==> config.mk <==
export PLATFORM = sky130hd
export DESIGN_NAME = rob_retire_buffer
export DESIGN_NICKNAME = d
export VERILOG_FILES = /design/src/rtl/rob_retire_buffer.sv
export SDC_FILE = /design/constraint.sdc
export NUM_CORES = 1
export LEC_CHECK = 0
export ABC_AREA = 1
export CAP_MARGIN = 20
export CORE_ASPECT_RATIO = 0.75
export CORE_UTILIZATION = 60
export CTS_CLUSTER_DIAMETER = 60
export DETAILED_ROUTE_END_ITERATION = 6
export PLACE_DENSITY = 0.79
export SKIP_CTS_REPAIR_TIMING = 1
export SYNTH_ARGS = -nofsm -noshare
export SYNTH_HDL_FRONTEND = slang
export SYNTH_SLANG_ARGS = --single-unit
==> constraint.sdc <==
create_clock -name clock -period 8.9 [get_ports clock]
set_clock_uncertainty 0.05 [all_clocks]
set_input_delay 1.335 -clock clock [delete_from_list [all_inputs] [get_ports clock]]
set_output_delay 1.335 -clock clock [all_outputs]
set_load 0.02 [all_outputs]
==> src/rtl/rob_retire_buffer.sv <==
// rob_retire_buffer
//   Reorder buffer between issue and the register file. Slots are handed out
//   in program order. Execute writes results back out of order, indexed by
//   slot. Completed entries retire strictly in order, at most one per cycle,
//   on a registered retire port.
//
// Ports
//   clock, reset           rising-edge clock, synchronous active-high reset
//   flush                  (only with ROB_FLUSH_EN) discard all entries
//   alloc_req/ready/slot   in-order slot allocation toward issue
//   wb_*                   out-of-order result writeback from execute
//   retire_*               registered in-order retire toward the register file
//   count, empty           occupancy
//
// Build option
//   ROB_FLUSH_EN  adds the flush input. When it is undefined, entries leave
//                 only through retire or reset.

module rob_retire_buffer #(
  parameter int ROB_DEPTHLOG2 = 4
) (
  input  logic                     clock,
  input  logic                     reset,
`ifdef ROB_FLUSH_EN
  input  logic                     flush,
`endif
  input  logic                     alloc_req,
  output logic                     alloc_ready,
  output logic [ROB_DEPTHLOG2-1:0] alloc_slot,
  input  logic                     wb_valid,
  input  logic [ROB_DEPTHLOG2-1:0] wb_idx,
  input  logic [31:0]              wb_result,
  input  logic [4:0]               wb_dest_reg,
  input  logic                     wb_dest_reg_valid,
  output logic                     retire_valid,
  output logic [ROB_DEPTHLOG2-1:0] retire_slot,
  output logic [31:0]              retire_result,
  output logic [4:0]               retire_dest_reg,
  output logic                     retire_dest_reg_valid,
  output logic [ROB_DEPTHLOG2:0]   count,
  output logic                     empty
);

  localparam int DEPTH = 2 ** ROB_DEPTHLOG2;
  localparam int PW    = ROB_DEPTHLOG2 + 1;

  // Pointers carry an extra wrap bit so that full and empty can be told apart.
  logic [PW-1:0]    head_q, head_d;
  logic [PW-1:0]    tail_q, tail_d;
  logic [PW-1:0]    count_q, count_d;
  logic [DEPTH-1:0] busy_q, busy_d;
  logic [DEPTH-1:0] done_q, done_d;

  // The payload needs no reset because it is only read once done is set.
  logic [31:0]      result_q [DEPTH];
  logic [4:0]       dest_q   [DEPTH];
  logic [DEPTH-1:0] dvalid_q;

  logic                     rv_q, rv_d;
  logic [ROB_DEPTHLOG2-1:0] rslot_q, rslot_d;
  logic [31:0]              rres_q, rres_d;
  logic [4:0]               rdest_q, rdest_d;
  logic                     rdv_q, rdv_d;

  logic [ROB_DEPTHLOG2-1:0] head_idx, tail_idx;
  logic full, alloc_fire, wb_accept, retire_fire, flush_w;

`ifdef ROB_FLUSH_EN
  assign flush_w = flush;
`else
  assign flush_w = 1'b0;
`endif

  assign head_idx = head_q[ROB_DEPTHLOG2-1:0];
  assign tail_idx = tail_q[ROB_DEPTHLOG2-1:0];
  assign full     = (head_idx == tail_idx) && (head_q[PW-1] != tail_q[PW-1]);

  // Only registered state is used here, so a retire on this edge cannot
  // make room for an allocation on the same edge.
  assign alloc_fire  = alloc_req & ~full;
  // The entry being allocated is never busy yet. That alone rejects a
  // writeback aimed at the slot that is being allocated on the same edge.
  assign wb_accept   = wb_valid & busy_q[wb_idx] & ~done_q[wb_idx];
  // done_q is used as registered, so a writeback to head on this edge
  // retires on the next edge.
  assign retire_fire = busy_q[head_idx] & done_q[head_idx];

  always_comb begin
    busy_d  = busy_q;
    done_d  = done_q;
    head_d  = head_q;
    tail_d  = tail_q;
    count_d = count_q;
    if (flush_w) begin
      busy_d  = '0;
      done_d  = '0;
      head_d  = '0;
      tail_d  = '0;
      count_d = '0;
    end else begin
      // alloc, writeback and retire always touch different entries,
      // so the order of these updates does not matter.
      if (alloc_fire) begin
        busy_d[tail_idx] = 1'b1;
        done_d[tail_idx] = 1'b0;
        tail_d           = tail_q + PW'(1);
      end
      if (wb_accept) begin
        done_d[wb_idx] = 1'b1;
      end
      if (retire_fire) begin
        busy_d[head_idx] = 1'b0;
        done_d[head_idx] = 1'b0;
        head_d           = head_q + PW'(1);
      end
      count_d = count_q + PW'(alloc_fire) - PW'(retire_fire);
    end
  end

  // The retire data fields hold their value when nothing retires.
  always_comb begin
    rv_d    = retire_fire & ~flush_w;
    rslot_d = rslot_q;
    rres_d  = rres_q;
    rdest_d = rdest_q;
    rdv_d   = 1'b0;
    if (rv_d) begin
      rslot_d = head_idx;
      rres_d  = result_q[head_idx];
      rdest_d = dest_q[head_idx];
      rdv_d   = dvalid_q[head_idx];
    end
  end

  always_ff @(posedge clock) begin
    if (reset) begin
      head_q  <= '0;
      tail_q  <= '0;
      count_q <= '0;
      busy_q  <= '0;
      done_q  <= '0;
      rv_q    <= 1'b0;
      rslot_q <= '0;
      rres_q  <= '0;
      rdest_q <= '0;
      rdv_q   <= 1'b0;
    end else begin
      head_q  <= head_d;
      tail_q  <= tail_d;
      count_q <= count_d;
      busy_q  <= busy_d;
      done_q  <= done_d;
      rv_q    <= rv_d;
      rslot_q <= rslot_d;
      rres_q  <= rres_d;
      rdest_q <= rdest_d;
      rdv_q   <= rdv_d;
    end
  end

  always_ff @(posedge clock) begin
    if (wb_accept && !flush_w) begin
      result_q[wb_idx] <= wb_result;
      dest_q[wb_idx]   <= wb_dest_reg;
      dvalid_q[wb_idx] <= wb_dest_reg_valid;
    end
  end

  assign alloc_ready           = ~full;
  assign alloc_slot            = tail_idx;
  assign count                 = count_q;
  assign empty                 = (head_q == tail_q);
  assign retire_valid          = rv_q;
  assign retire_slot           = rslot_q;
  assign retire_result         = rres_q;
  assign retire_dest_reg       = rdest_q;
  assign retire_dest_reg_valid = rdv_q;

`ifndef SYNTHESIS
  // A writeback is expected to hit a slot that is busy and still waiting.
  // Anything else is dropped by the logic above. This check only reports it.
  wb_target_legal: assert property (@(posedge clock) disable iff (reset)
    wb_valid |-> (busy_q[wb_idx] && !done_q[wb_idx]))
    else $warning("rob_retire_buffer: writeback to slot %0d dropped (slot not busy or already done)", wb_idx);
`endif

endmodule

==> out/qor.csv, run 1 <==
stage;metric;value;unit
run_status;status;finished clean;
drt;wl_per_cell;21.8;um
layout;largest_reg_flops;512;
setup_path;end_kind;output port;
die;die_y;189;um
setup_path;path_delay_family;buffers and inverters;
synth;synthCells;2441;
timing;finalSetupTns;0;ns
timing;hold_slack;0.420;ns
synth;synth_warnings;0;
setup_path;path_common_cell;nand2_1;
drt;first_pass_iters;6;
layout;regMostFlops;result_q;
layout;finalNetCount;2531;
placement;dp_hpwl;36400;um
global_routing;grt_pass1_vias;18580;
drt;vias_per_cell;6.08;
layout;drive_above_1_share;0.0602;
drt;drt-total-wl;68900;um
setup_path;path_buf_inv;2;
timing;fin_crit_sh;0.521;
clock_network;insertion_delay;0.61;ns
die;rows;68;
layout;area_delta_synth_final;12.6;%
die;dieArea;47600;um^2
layout;fillerInstances;3136;
layout;multi_input_area;6940;um^2
setup_path;slowest_stage;dfxtp_4;
synth;netlist_area;28100;um^2
timing;hold_viol_final;0;
clock_network;cts_tree;yes;
setup_path;max_stage_delay;0.88;ns
hold_path;hold_class;flip-flop to flip-flop;
synth;yosysSeqAreaShare;0.715;
synth;synth_top_area_frac;0.651;
timing;finalSetupViolations;0;
setup_path;cp_cell_sequence;inv_4 -> nand2_1 -> nand2_1 -> nor2_1 -> nand3_2 -> clkdlybuf4s50_1;
die;fp.dieW;252;um
clock_network;ctsHtreeMaxLevel;3;
global_routing;grt_max_degree;152;
power_and_ir_drop;p_leak;10.9;nW
drt;drtIter0Drc;2573;
power_and_ir_drop;irDropWorstVdd;184;uV
drt;antenna_left;0;
power_and_ir_drop;power_density;209;nW/um^2
timing;period_needed;4.64;ns
clock_network;cts.clk_slew.worst_paths;0.06;ns
drt;drc;0;
synth;synth_area_per_cell;11.5;um^2
clock_network;numCtsBuffers;68;
timing;rsz0062_at_grt;no;
clock_network;cts_sinks;698;
die;coreArea;46000;um^2
timing;max_freq;0.216;GHz
setup_path;cp_max_fo;80;
global_routing;gr-total-overflow;0;
placement;gp_congestion;0.924;
synth;syn-num-nets;2501;
setup_path;crit_type;flip-flop to output port;
synth;ys_ff_latch;698;
die;io_pins;100;
layout;regArea;20100;um^2
setup_path;cp.required;7.52;ns
die;initial_utilization;0.610;
drt;dr_total_vias;19199;
clock_network;cts_root_buffer;clkbuf_16;
clock_network;cts.path.max_buffers;3;
setup_path;worstPathArrival;3.25;ns
timing;slew_headroom;0.247;
synth;yosys-top-cells-area;edfxtp_1 (65%), dfxtp_1 (6.4%), o21ai_0 (6.4%), nor2_1 (6.2%), nand2_1 (4.8%);
synth;synth_top_area_cell;edfxtp_1;
timing;slew_violations;0;
placement;io_buffers;99;
flow_run;drv_cap;0;
setup_path;cp-start-kind;flip-flop;
synth;ys_types;34;
timing;tightest_slew;1.13;ns
global_routing;track_usage;0.291;
global_routing;grt_pass1_wl;105000;um
global_routing;antenna_found_initial;2;
[cell usage in the layout (no fill, tap or decap), types with 7 or more instances in the layout]
master	instances
clkbuf_16	70
bufinv_16	7
nand3_1	46
nor2_4	7
inv_2	16
inv_1	67
dfxtp_1	88
clkdlybuf4s50_1	99
edfxtp_1	608
clkinv_1	16
a31oi_1	19
o21ai_0	358
nand2_1	358
o22ai_1	152
nand4_1	38
clkinv_2	9
nor2_1	460
clkbuf_1	13
o21ai_1	8
buf_4	17
ha_1	13
a21oi_1	18
[tightest hold or removal path, cell delays in order, from the launching register on]
cell and delay (ns):
dfxtp_1 0.31, nand2_1 0.06, a21oi_1 0.05
[kinds of logic (layout without fill, tap and decap cells)]
group,count (synthesis),count (layout),synth area share
flops,698,698,0.715
fa+ha+maj,14,14,0.00651
xor+xnor,8,8,0.00250
simple gates,916,916,0.130
compound gates,556,556,0.107
buf+inv,249,333,0.0392
other cells,0,2,0
[synthesized netlist by cell type (all sizes together)]
| library cell | instances |
|---|---|
| edfxtp | 608 |
| nor2 | 469 |
| o21ai | 366 |
| nand2 | 359 |
| o22ai | 152 |
| clkbuf | 91 |
| dfxtp | 90 |
| inv | 86 |
| buf | 70 |
| nand3 | 47 |
| nand4 | 38 |
| a31oi | 19 |
| a21oi | 18 |
| ha | 13 |
| xor2 | 6 |
| clkinv | 2 |
| xnor2 | 2 |
| a211oi | 1 |
| and2 | 1 |
| fa | 1 |
| nor3 | 1 |
| nor3b | 1 |
[cell type report]
type,count,share of cell area
Sequential cell,698,0.635
Tap cell,630,0.0249
Antenna cell,2,0.000158
Multi-Input combinational cell,1494,0.220
Clock buffer,85,0.0579
Timing Repair Buffer,121,0.0386
Inverter,88,0.0109
Clock inverter,39,0.0129
[where the power goes]
part | leakage (nW) | internal (mW) | switching [mW]
clock | 1.09 | 1.67 | 1.22
combinational | 3.64 | 0.0484 | 0.106
sequential | 6.19 | 3.56 | 0.00806
total | 10.9 | 5.28 | 1.33
[stage by stage]
step / utilization / total power [mW] / setup slack (ns) / area, um^2 / instances
3_3_place_gp: 0.636 / 3.79 / 3.86 / 29300 / 3026
6_report: 0.686 / 6.61 / 4.26 / 31600 / 3157
3_5_place_dp: 0.636 / 3.79 / 3.86 / 29300 / 3027
4_1_cts: 0.685 / 6.62 / 4.26 / 31500 / 3151
5_1_grt: 0.686 / 6.77 / 3.96 / 31600 / 3157
2_1_floorplan: - / 3.70 / 3.29 / 28100 / 2441
[per-layer routing]
metal	track usage	share of wire
met5	0	0
met4	0.113	0.030
met3	0.0583	0.10
met2	0.445	0.46
met1	0.415	0.41
[path summary, 6_finish.rpt]
| path | start | to | slack [ns] | cells after the start |
|---|---|---|---|---|
| hold / removal | retire_slot[0] | retire_slot[0] | 0.42 | 2 |
| setup reg to reg | head_q[0] | count[4] | 4.30 | 18 |
| setup / recovery | head_q[1] | alloc_ready | 4.26 | 6 |
| hold reg to reg | retire_slot[0] | retire_slot[0] | 0.42 | 2 |
(Power assumes the default switching activity.)
==> inputs of run 2 (changes only) <==
- CORE_UTILIZATION: 60 -> 55
- PLACE_DENSITY: 0.79 -> 0.77
- clock period: 8.9 -> 4.2 ns (I/O delays scaled with it)
==> out/qor.csv, run 2 (same netlist as run 1, synthesis figures left out) <==
stage;metric;value;unit;change
global_routing;gr-total-overflow;0;;unchanged
setup_path;ff2ff_path_depth;9;;was 18
power_and_ir_drop;total_power;14.1;mW;was 6.61 mW
drt;drtIter0Drc;2579;;was 2573
timing;slew_headroom;0.352;;was 0.247
flow_run;drv_cap;0;;unchanged
timing;fin_crit_sh;0.809;;
timing;finalSetupViolations;0;;unchanged
timing;tightest_slew;0.972;ns;was 1.13 ns
drt;vias_per_cell;6.07;;was 6.08
timing;finalSetupTns;0;ns;unchanged
power_and_ir_drop;internal-power;11.3;mW;was 5.28 mW
power_and_ir_drop;pwr-share-seq;0.535;;was 0.540
global_routing;grt_pass1_vias;18916;;was 18.6k
die;fp.dieW;263;um;was 252 um
timing;rsz0062_at_grt;no;;unchanged
die;coreArea;50300;um^2;was 46000 um^2
clock_network;cts_root_buffer;clkbuf_16;;unchanged
drt;drt-total-wl;71600;um;was 68900 um
clock_network;cts_tree;yes;;unchanged
hold_path;whs_path_depth;2;;unchanged
clock_network;cts.clk_slew.worst_paths;0.06;ns;about the same
layout;finalNetCount;2548;;was 2531
setup_path;slowest_stage;buf_4;;was dfxtp_4
layout;drive_above_1_share;0.0685;;was 0.0602
placement;dp_hpwl;37400;um;was 36400 um
setup_path;cp-start-kind;flip-flop;;unchanged
timing;period_needed;3.40;ns;
power_and_ir_drop;switchingPower;2.85;mW;was 1.33 mW
layout;final_common_cell;edfxtp_1;;unchanged
drt;first_pass_iters;5;;was 6
timing;max_freq;0.294;GHz;
power_and_ir_drop;swShare;0.202;;was 0.201
clock_network;ctsHtreeMaxLevel;3;;unchanged
setup_path;cp_cell_sequence;inv_8 -> buf_4 -> buf_4 -> o21ai_0 -> o22ai_1 -> nand2_1 -> nand4_1 -> nor2_1 -> nor2_1;;was inv_4 -> nand2_1 -> nand2_1 -> nor2_1 -> nand3_2 -> clkdlybuf4s50_1
die;io_pins;100;;unchanged
layout;layout_common_cells;edfxtp_1 (608), nor2_1 (460), nand2_1 (358), o21ai_0 (358), o22ai_1 (152);;unchanged
power_and_ir_drop;power_frac_comb;0.024;;was 0.023
global_routing;grt_max_degree;226;;was 152
setup_path;crit_type;flip-flop to flip-flop;;was flip-flop to output port
clock_network;numCtsBuffers;67;;was 68
global_routing;antenna_found_initial;2;;unchanged
setup_path;max_stage_delay;0.80;ns;was 0.88 ns
clock_network;cts_sinks;698;;unchanged
drt;dr_total_vias;19403;;was 19.2k
global_routing;grt_pass1_wl;109000;um;was 105000 um
drt;wl_per_cell;22.4;um;was 21.8 um
die;initial_utilization;0.558;;was 0.610
power_and_ir_drop;p_leak;11.1;nW;was 10.9 nW
die;rows;71;;was 68
timing;slew_violations;0;;unchanged
timing;hold_viol_final;0;;unchanged
placement;io_buffers;99;;unchanged
setup_path;cp_max_fo;84;;was 80
hold_path;hold_class;flip-flop to flip-flop;;unchanged
placement;gp_congestion;0.923;;was 0.924
layout;largest_reg_flops;512;;unchanged
global_routing;track_usage;0.276;;was 0.291
drt;antenna_left;0;;unchanged
power_and_ir_drop;power_frac_clock;0.441;;was 0.437
setup_path;cp.required;4.69;ns;was 7.52 ns
clock_network;insertion_delay;0.62;ns;was 0.61 ns
power_and_ir_drop;power_density;442;nW/um^2;was 209 nW/um^2
die;dieArea;51900;um^2;was 47600 um^2
clock_network;cts.path.max_buffers;3;;unchanged
drt;drc;0;;unchanged
layout;regMostFlops;result_q;;unchanged
layout;area_delta_synth_final;13.9;%;was 12.6%
setup_path;worstPathArrival;3.89;ns;was 3.25 ns
setup_path;end_kind;flip-flop;;was output port
power_and_ir_drop;irDropWorstVdd;399;uV;was 184 uV
layout;fillerInstances;3657;;was 3136
run_status;status;finished clean;;unchanged
die;die_y;198;um;was 189 um
## run 2: through the flow
stage	setup slack [ns]	area, um^2	hold slack (ns)	instances	utilization
after floorplan	0.473	28100	0.423	2441	-
after global placement	0.713	29700	0.415	3076	0.590
after detailed placement	0.745	29700	0.413	3076	0.590
after CTS	0.824	32000	0.428	3198	0.636
after global routing	0.518	32000	0.456	3198	0.636
final	0.803	32000	0.424	3199	0.636
## run 2: final timing paths
| check | start | end | slack (ns) |
|---|---|---|---|
| worst max-delay path | head_q[0] | retire_dest_reg[2] | 0.80 |
| worst min-delay path | retire_slot[2] | retire_slot[2] | 0.42 |
| worst max register to register | head_q[0] | retire_dest_reg[2] | 0.80 |
| worst min register to register | retire_slot[2] | retire_slot[2] | 0.42 |
## run 2: area by class of cell
cell class / count / area (um^2) / area share
clock buffers: 85 / 1810 / 0.0565
multi-input cells: 1494 / 6940 / 0.217
repair buffers: 139 / 1520 / 0.0474
flip-flops and latches: 698 / 20100 / 0.628
well taps: 657 / 822 / 0.0257
diodes: 1 / 2.50 / 0.0000783
inverters: 88 / 343 / 0.0107
clock inverters: 37 / 462 / 0.0144
## run 2: worst max-delay path, delay by kind of cell (launching register included)
family / cells / cell delay [ns]
buffers and inverters: 3 / 1.83
AO/OA/AOI/OAI: 2 / 0.40
flip-flops: 1 / 0.46
AND/OR/NAND/NOR: 4 / 0.50
## run 2: power by group through the flow
stage	Clock (mW)	Combinational, mW	Sequential [mW]
finish	6.24	0.336	7.57
detailed placement	0	0.330	7.72
CTS	6.30	0.333	7.57
floorplan	0	0.123	7.72
global route	6.55	0.366	7.56
global placement	0	0.314	7.71
## run 2: routing by layer
layer / wire length [um] / GRT usage
met4: 1860 / 0.0924
met2: 33300 / 0.437
met3: 6500 / 0.0546
met1: 29900 / 0.386
met5: 13 / 0
